[src/rtl/im_fetch_ctrl.sv]
// ---------------------------------------------------------------------------
// im_fetch_ctrl
//
// Purpose:
//   Front-end controller for a dual-issue instruction memory. It has three
//   modes: LOAD (a boot-loader streams words into the instruction memory
//   through its write port), RUN (a PC drives two consecutive read slots and
//   advances by however many instructions the back-end consumed), and HALT
//   (everything frozen until reset or a reload request).
//
// Handshake:
//   There is no valid/ready pair on this block. The back-end reports
//   consumption through issue_cnt, and stall holds the PC. fetch_vld tells the
//   back-end whether the slot pair on im_addr0/im_addr1 is meaningful in the
//   current cycle.
//
// Ports:
//   clk, rst                 clock, synchronous active-high reset
//   ld_we, ld_wdata, ld_done boot-loader word stream and end-of-load pulse
//   ld_req                   reload request, honoured from RUN or HALT
//   stall, issue_cnt         back-end hold and consumed-instruction count
//   redirect, redirect_addr  taken branch/jump and its word target
//   halt                     HLT retired
//   im_addr0, im_addr1       read addresses for slot 0 and slot 1
//   im_we, im_waddr, im_wdata instruction memory write port (LOAD only)
//   fetch_vld                slot pair valid this cycle
//   state_o                  current state (0 LOAD, 1 RUN, 2 HALT)
//   fetch_cnt                saturating count of consumed instructions
// ---------------------------------------------------------------------------
module im_fetch_ctrl #(
    parameter int IM_AW = 14
) (
    input  logic             clk,
    input  logic             rst,
    input  logic             ld_we,
    input  logic [31:0]      ld_wdata,
    input  logic             ld_done,
    input  logic             ld_req,
    input  logic             stall,
    input  logic [1:0]       issue_cnt,
    input  logic             redirect,
    input  logic [IM_AW-1:0] redirect_addr,
    input  logic             halt,
    output logic [IM_AW-1:0] im_addr0,
    output logic [IM_AW-1:0] im_addr1,
    output logic             im_we,
    output logic [IM_AW-1:0] im_waddr,
    output logic [31:0]      im_wdata,
    output logic             fetch_vld,
    output logic [1:0]       state_o,
    output logic [31:0]      fetch_cnt
);

    typedef enum logic [1:0] {
        ST_LOAD = 2'd0,
        ST_RUN  = 2'd1,
        ST_HALT = 2'd2
    } state_t;

    state_t           r_state;
    logic [IM_AW-1:0] r_pc;
    logic [IM_AW-1:0] r_lptr;
    logic [31:0]      r_cnt;
    logic             r_bubble;

    logic [1:0]       w_issue;
    logic [IM_AW-1:0] w_issue_ext;
    logic [IM_AW-1:0] w_pc_p1;
    logic [IM_AW-1:0] w_lptr_p1;
    logic [32:0]      w_cnt_sum;
    logic [31:0]      w_cnt_next;

    // issue_cnt of 3 is not a legal encoding; clamp it to the dual-issue max.
    assign w_issue     = (issue_cnt == 2'd3) ? 2'd2 : issue_cnt;
    assign w_issue_ext = {{(IM_AW-2){1'b0}}, w_issue};
    assign w_pc_p1     = r_pc + {{(IM_AW-1){1'b0}}, 1'b1};
    assign w_lptr_p1   = r_lptr + {{(IM_AW-1){1'b0}}, 1'b1};

    // Saturating add: a carry out of bit 31 pins the counter at all-ones.
    assign w_cnt_sum  = {1'b0, r_cnt} + {31'b0, w_issue};
    assign w_cnt_next = w_cnt_sum[32] ? 32'hFFFF_FFFF : w_cnt_sum[31:0];

    always_ff @(posedge clk) begin
        if (rst) begin
            r_state  <= ST_LOAD;
            r_pc     <= '0;
            r_lptr   <= '0;
            r_cnt    <= '0;
            r_bubble <= 1'b0;
        end else begin
            case (r_state)
                ST_LOAD: begin
                    r_bubble <= 1'b0;
                    if (ld_done) begin
                        // A word written alongside ld_done still lands at
                        // r_lptr; the pointer itself restarts for next load.
                        r_state <= ST_RUN;
                        r_pc    <= '0;
                        r_lptr  <= '0;
                        r_cnt   <= '0;
                    end else if (ld_we) begin
                        r_lptr <= w_lptr_p1;
                    end
                end
                ST_RUN: begin
                    if (ld_req) begin
                        r_state  <= ST_LOAD;
                        r_lptr   <= '0;
                        r_bubble <= 1'b0;
                    end else if (halt) begin
                        r_state  <= ST_HALT;
                        r_bubble <= 1'b0;
                    end else if (redirect) begin
                        // The read memory samples on the negedge, so the
                        // first cycle at the new target is not yet valid.
                        r_pc     <= redirect_addr;
                        r_bubble <= 1'b1;
                        if (!stall) begin
                            r_cnt <= w_cnt_next;
                        end
                    end else if (stall) begin
                        r_bubble <= 1'b0;
                    end else begin
                        r_pc     <= r_pc + w_issue_ext;
                        r_cnt    <= w_cnt_next;
                        r_bubble <= 1'b0;
                    end
                end
                ST_HALT: begin
                    r_bubble <= 1'b0;
                    if (ld_req) begin
                        r_state <= ST_LOAD;
                        r_lptr  <= '0;
                    end
                end
                default: begin
                    r_state  <= ST_LOAD;
                    r_lptr   <= '0;
                    r_bubble <= 1'b0;
                end
            endcase
        end
    end

    assign im_addr0  = r_pc;
    assign im_addr1  = w_pc_p1;
    assign im_we     = (r_state == ST_LOAD) && ld_we;
    assign im_waddr  = r_lptr;
    assign im_wdata  = ld_wdata;
    assign fetch_vld = (r_state == ST_RUN) && !r_bubble;
    assign state_o   = r_state;
    assign fetch_cnt = r_cnt;

endmodule

[config.mk]
export PLATFORM = sky130hd
export DESIGN_NAME = im_fetch_ctrl
export DESIGN_NICKNAME = d
export VERILOG_FILES = /design/src/rtl/im_fetch_ctrl.sv
export SDC_FILE = /design/constraint.sdc
export NUM_CORES = 1
export LEC_CHECK = 0
export ABC_CLOCK_PERIOD_IN_PS = 3450
export BUFFER_PORTS_ARGS = -buffer_cell sky130_fd_sc_hd__buf_2
export CORE_UTILIZATION = 50
export DETAILED_ROUTE_END_ITERATION = 8
export PLACE_DENSITY = 0.93
export SLEW_MARGIN = 20
export SYNTH_ARGS = -nofsm -noshare
export SYNTH_HDL_FRONTEND = slang
export SYNTH_SLANG_ARGS = --single-unit
export TNS_END_PERCENT = 100
[constraint.sdc]
create_clock -name clk -period 3.45 [get_ports clk]
set_clock_uncertainty 0.1 [all_clocks]
set_input_delay 0 -clock clk [delete_from_list [all_inputs] [get_ports clk]]
set_output_delay 0 -clock clk [all_outputs]
set_load 0.05 [all_outputs]
Word level (Yosys, flattened, before mapping)
Index checks and enable logic that the tools add are counted.
Widths: inputs -> output; s select.
{"block": "totals", "register_bits": 63, "wordCells": 56}
{"block": "op_classes", "addsub": 4, "n_eq_ne": 12, "mux": 23, "bitwise_logic": 1, "reduce_logical": 11}
{"cell": "$mux 32", "count": 5}
{"cell": "$mux 14", "count": 8}
{"cell": "$pmux 32 s2", "count": 1}
{"cell": "$pmux 14 s2", "count": 2}
{"cell": "$add 32x2->33", "count": 1}
{"cell": "$add 14x1->14 const B", "count": 2}
{"cell": "$add 14x2->14", "count": 1}
{"cell": "$mux 2", "count": 5}
{"cell": "$ne 2x2->1 const B", "count": 5}
{"cell": "$reduce_and 5->1", "count": 2}
{"cell": "$ne 3x3->1 const B", "count": 3}
{"cell": "$pmux 2 s3", "count": 1}
{"cell": "$eq 2x2->1 const B", "count": 2}
{"cell": "$reduce_or 4->1", "count": 1}
{"cell": "$reduce_and 3->1", "count": 1}
{"cell": "$eq 2x1->1 const B", "count": 1}
{"cell": "$logic_and 1x1->1", "count": 2}
{"cell": "$logic_not 2->1", "count": 1}
{"cell": "$ne 2x1->1 const B", "count": 1}
{"cell": "$reduce_and 2->1", "count": 1}
{"cell": "$reduce_bool 2->1", "count": 1}
{"cell": "$reduce_or 2->1", "count": 1}
{"cell": "$logic_not 1->1", "count": 1}
{"cell": "$mux 1", "count": 1}
{"cell": "$not 1->1", "count": 1}

Longest topological paths before layout
{"block": "depth", "depth_word": 8, "depth_mapped": 9, "ltp_nobuf": 8}

Least setup slack after synthesis
OpenSTA, ideal clock, no wires.
{"block": "synth_path", "path_type": "flip-flop to flip-flop", "from": "register r_cnt[0], in the netlist fetch_cnt[0]", "to": "register r_cnt[30], in the netlist fetch_cnt[30]", "t_arrival_ps": 2377, "slack_ps": 856, "stages_incl_launch_ff": 8, "period_less_slack_ps": 2594, "path_cell_list": "dfxtp_1 > ha_1 > fa_1 > nand4_1 > or3_1 > or4_4 > a21oi_1 > o2bb2ai_1"}
{"block": "synth_via", "elab_chain_len": 6}
{"item": "from (decl)", "line_no": "63", "source": "logic [31:0] r_cnt;"}
{"item": "from (signal assigned)", "line_no": "119", "source": "r_cnt <= w_cnt_next;"}
{"item": "from (signal assigned)", "line_no": "125", "source": "r_cnt <= w_cnt_next;"}
{"item": "$add 32x2->33", "line_no": "80", "source": "assign w_cnt_sum = {1'b0, r_cnt} + {31'b0, w_issue};"}
{"item": "$mux 32", "line_no": "81", "source": "assign w_cnt_next = w_cnt_sum[32] ? 32'hFFFF_FFFF : w_cnt_sum[31:0];"}
{"item": "$mux 32", "line_no": "118, 121"}
{"item": "$mux 32", "line_no": "110", "source": "end else if (halt) begin"}
{"item": "$mux 32", "line_no": "106", "source": "if (ld_req) begin"}
{"item": "$pmux 32 s2", "line_no": "91", "source": "case (r_state)"}
No other way between the ends. The select of a mux whose other input is x is not followed.
A chain may end at the register's enable or synchronous reset.

Worst setup path after layout
{"block": "layout_path", "from": "register r_state[1], in the netlist state_o[1]", "to": "register r_pc[13], in the netlist im_addr0[13]"}
{"block": "layout_via", "elab_chain_len": 3}
{"item": "from (decl)", "line_no": "60", "source": "state_t r_state;"}
{"item": "from (signal assigned)", "line_no": "85", "source": "r_state <= ST_LOAD;"}
{"item": "from (signal assigned)", "line_no": "97", "source": "r_state <= ST_RUN;"}
{"item": "from (signal assigned)", "line_no": "107", "source": "r_state <= ST_LOAD;"}
{"item": "$eq 2x1->1 / $logic_not 2->1 (equally long branches)", "line_no": "91"}
{"item": "$ne 3x3->1 (no source line) (tied with other cells)"}
{"item": "$reduce_and 5->1 (no source line)"}
{"item": "to (signal assigned)", "line_no": "116", "source": "r_pc <= redirect_addr;"}
{"item": "to (signal assigned)", "line_no": "124", "source": "r_pc <= r_pc + w_issue_ext;"}
{"item": "to (decl)", "line_no": "61", "source": "logic [IM_AW-1:0] r_pc;"}
Several ways; a longest one is shown, not always the timed one.

==> reports/summary.log <==
[outcome] outcome finished clean
[setup_path] worst setup path start state_o[1]
[setup_path] Setup crit end im_addr0[13]
[power_and_ir_drop] total chip power 1.879 mW
[logic_synthesis] synth top area cells sky130_fd_sc_hd__dfxtp_1, sky130_fd_sc_hd__buf_4, sky130_fd_sc_hd__o21ai_0, sky130_fd_sc_hd__nor2_1, sky130_fd_sc_hd__a21oi_1
[setup_path] peak fanout along the critical path 14
[logic_synthesis] flip-flop cell with the highest count after synthesis sky130_fd_sc_hd__dfxtp_1
[power_and_ir_drop] Leakage Power 2.164 nW
[timing] Final WS setup 0.5501 ns
[die] number of cell rows 31
[timing] slew at the pin closest to its max-slew limit 0.9807 ns
[final_layout] leading cell type in the layout, fill and taps excluded sky130_fd_sc_hd__buf_2
[final_layout] diode count 0
[timing] Fin Setup TNS 0 ns
[setup_path] endpoint type of the worst setup path flop
[cts] clock insertion delay at the later pin of the skew report 0.35 ns
[die] initial core utilization 0.5281
[place] number of placed instances, taps included 646
[setup_path] startpoint type of the worst setup path flop
[logic_synthesis] fraction of registers with async set/reset 0
[setup_path] Setup Crit Path Kind reg2reg
[routing] Routed wire per std cell 15.53 µm
[place] worst slack after detailed placement 0.6594 ns
[die] I/O pin count 166
[grt] Global Route Usage Sum 0.2747
[grt] number of global-route vias before repair 4155
[final_layout] ratio of cells with drive above 1 in the final layout 0.2126
[place] port bufs 101
[routing] initial DRC count 358
[die] core outline area 7408 µm²
[final_layout] Post-Layout Cell Count 720
[power_and_ir_drop] power density cells 373.1 nW/µm²
[logic_synthesis] sequential area share after synthesis 0.3224
[logic_synthesis] area share of the largest cell type after synthesis 0.3224
[logic_synthesis] Yosys reg bits 63
[routing] drt drc 0
[timing] final setup fails 0
[cts] total number of clock tree sinks 63
[setup_path] Reg2Reg Launch Point state_o[1]
[die] Chip Height 90.46 µm
[cts] Root Driver sky130_fd_sc_hd__clkbuf_8
[cts] post-CTS setup buffer count 0
[cts] CTS buffer count 9
[routing] number of nets with antenna violations after detailed routing 0
[routing] via count 4305
[timing] final hold violations 0
[timing] peak clock frequency supported by timing 0.3448 GHz
[cts] total of cells resized after clock tree synthesis 0
[hold_path] path class of the lowest-slack min-delay path in2reg
[power_and_ir_drop] worst-case vdd ir drop 216.6 µV
[die] area enclosed by the die boundary 8183 µm²
[grt] maximum number of pins on one net before global-route repair 28
[timing] final-report max-slew violation count 0
[routing] total wire length after detailed routing 11180 µm
[logic_synthesis] summed instance area of the synthesized netlist 3913 µm²
[cts] TritonCTS clock tree yes
[final_layout] most used cells in the layout excluding fill and tap cells sky130_fd_sc_hd__buf_2, sky130_fd_sc_hd__dfxtp_1, sky130_fd_sc_hd__dlygate4sd3_1, sky130_fd_sc_hd__nor2_1, sky130_fd_sc_hd__o21ai_0
[grt] number of antenna violations at the first check in global routing 0
[setup_path] worst endpoint required time 3.59 ns
[logic_synthesis] Syn. warnings 0
[timing] min Tclk post-route 2.900 ns
[logic_synthesis] largest area contributor in the netlist sky130_fd_sc_hd__dfxtp_1
[logic_synthesis] count of distinct cell types in the synthesized netlist 56
[timing] Period Utilization, post-route 0.8406
[place] post-detailed-placement half-perimeter wirelength 7463 µm
[cts] clock-pin transition on the worst setup and hold timing paths 0.07 ns
[setup_path] worst-case register-to-register setup slack 0.55 ns
[cts] clk buf depth 2
[flow_run] max cap viols 0
[timing] Slew HR 0.3438
[logic_synthesis] Post-synth EDFFs 0
[logic_synthesis] number of nets produced by synthesis 565
[final_layout] Area growth syn-to-layout 28.75%
[logic_synthesis] Cells after Synth 498
[grt] global-route wire length before repair 18530 µm
[timing] worst hold slack 0.02710 ns
[final_layout] layout net count 684
[logic_synthesis] average cell area after synthesis 7.856 µm²
[grt] Remaining Overflow, GRT 0
[place] routability-driven placement congestion ratio 0.8679
[setup_path] endpoint of the lowest-slack register-to-register path im_addr0[13]
[setup_path] Worst Path Arrival 3.04 ns
[die] die width 90.46 µm
[timing] setup repair after global routing missed its margin no
[cts] number of H-tree branching levels 3
[routing] number of detailed-routing iterations run before antenna repair 7
[routing] mean number of vias per cell 5.979
[setup_path] R2R depth 9
## cells in the mapped netlist (3+ instances only)
cell type	count
sky130_fd_sc_hd__nand2b_1	6
sky130_fd_sc_hd__a21oi_1	32
sky130_fd_sc_hd__a22o_1	4
sky130_fd_sc_hd__o21a_1	4
sky130_fd_sc_hd__nor3b_1	5
sky130_fd_sc_hd__nor4_1	9
sky130_fd_sc_hd__nand3_1	21
sky130_fd_sc_hd__o41ai_1	3
sky130_fd_sc_hd__buf_4	32
sky130_fd_sc_hd__a21o_1	4
sky130_fd_sc_hd__and3_1	13
sky130_fd_sc_hd__nand4_1	14
sky130_fd_sc_hd__buf_2	5
sky130_fd_sc_hd__dfxtp_1	63
sky130_fd_sc_hd__and2_1	6
sky130_fd_sc_hd__nor2_1	47
sky130_fd_sc_hd__a311oi_1	3
sky130_fd_sc_hd__nand2_1	33
sky130_fd_sc_hd__inv_1	10
sky130_fd_sc_hd__nor2b_1	9
sky130_fd_sc_hd__nor3_1	23
sky130_fd_sc_hd__or3_1	4
sky130_fd_sc_hd__xor2_1	16
sky130_fd_sc_hd__and4_1	6
sky130_fd_sc_hd__xnor2_1	6
sky130_fd_sc_hd__o21ai_0	39
sky130_fd_sc_hd__a31oi_1	8
sky130_fd_sc_hd__ha_1	9
sky130_fd_sc_hd__mux2i_1	6
sky130_fd_sc_hd__clkbuf_1	17
sky130_fd_sc_hd__a22oi_1	4
sky130_fd_sc_hd__o21ba_2	3
## cells by family (layout without fill, tap and decap cells)
group,after synthesis,count (layout),share of synthesized area
AOI/OAI and AO/OA,122,122,0.1954
xor gates and xnor gates,22,22,0.04925
DFF,63,63,0.3224
buffers and inverters,66,189,0.09562
adders and majority gates,11,11,0.03902
and+or+nand+nor,206,206,0.2773
muxes,8,8,0.02111
## sequential cells by signal (all words and copies together) (netlist names)
name,cells
im_waddr,14
r_bubble,1
im_addr0,14
state_o,2
fetch_cnt,32
## report_power, final
part	switching, mW	leakage (nW)	total [mW]	internal, mW
Clock	0.291	0.109	0.711	0.420
Sequential	0.0105	0.508	0.746	0.735
Combinational	0.293	1.55	0.423	0.129
Total	0.594	2.16	1.88	1.28
## worst max-delay path, stage by stage (launching register included)
cell	delay [ns]
sky130_fd_sc_hd__dfxtp_1	0.35
sky130_fd_sc_hd__inv_1	0.08
sky130_fd_sc_hd__ha_1	0.26
sky130_fd_sc_hd__or3b_2	0.51
sky130_fd_sc_hd__nor2_1	0.12
sky130_fd_sc_hd__o21ai_0	0.10
sky130_fd_sc_hd__buf_4	0.23
sky130_fd_sc_hd__a221oi_1	0.32
sky130_fd_sc_hd__a21oi_1	0.12
sky130_fd_sc_hd__dlygate4sd3_1	0.60
## routing by layer
layer  vias to the layer above  part of all wire  track usage
met1                      1963              0.39       0.3168
met2                       264              0.49       0.4489
li1                       2024                 -            -
met3                        54             0.085      0.07071
met4                         0             0.035       0.1788
met5                         -                 0            0
## repair_timing
action,CTS,global route
hold endpoints to repair,51,0
hold buffers,59,0
setup endpoints to repair,0,0
## metrics by stage
stage                     utilization  instance area, µm²
after global routing           0.6800                5037
after global placement         0.5717                4235
after CTS                      0.6800                5037
after detailed placement       0.5717                4235
after floorplan                     -                3913
final                          0.6800                5037
## worst min path at each step
| stage | from | endpoint | slack, ns | cells past startpoint |
|---|---|---|---|---|
| after floorplan | ld_wdata[0] | im_wdata[0] | 0.07 | 1 |
| after CTS | ld_we | im_waddr[0] | 0.02 | 4 |
| final | ld_we | im_waddr[0] | 0.03 | 4 |
| after detailed placement | ld_wdata[10] | im_wdata[10] | -0.1 | 0 |
| after global routing | ld_we | im_waddr[0] | 0.06 | 4 |
| after global placement | ld_wdata[10] | im_wdata[10] | -0.1 | 0 |
## layout make-up
class                   count  area, µm²
well taps                  99      123.9
inverters                  10      37.54
repair buffers            164       1126
clock inverters             4      70.07
clock buffers              11      141.4
multi-input cells         369       2277
fillers                   576       2371
flip-flops and latches     63       1261
No activity file was read; power rests on OpenSTA's default activity.
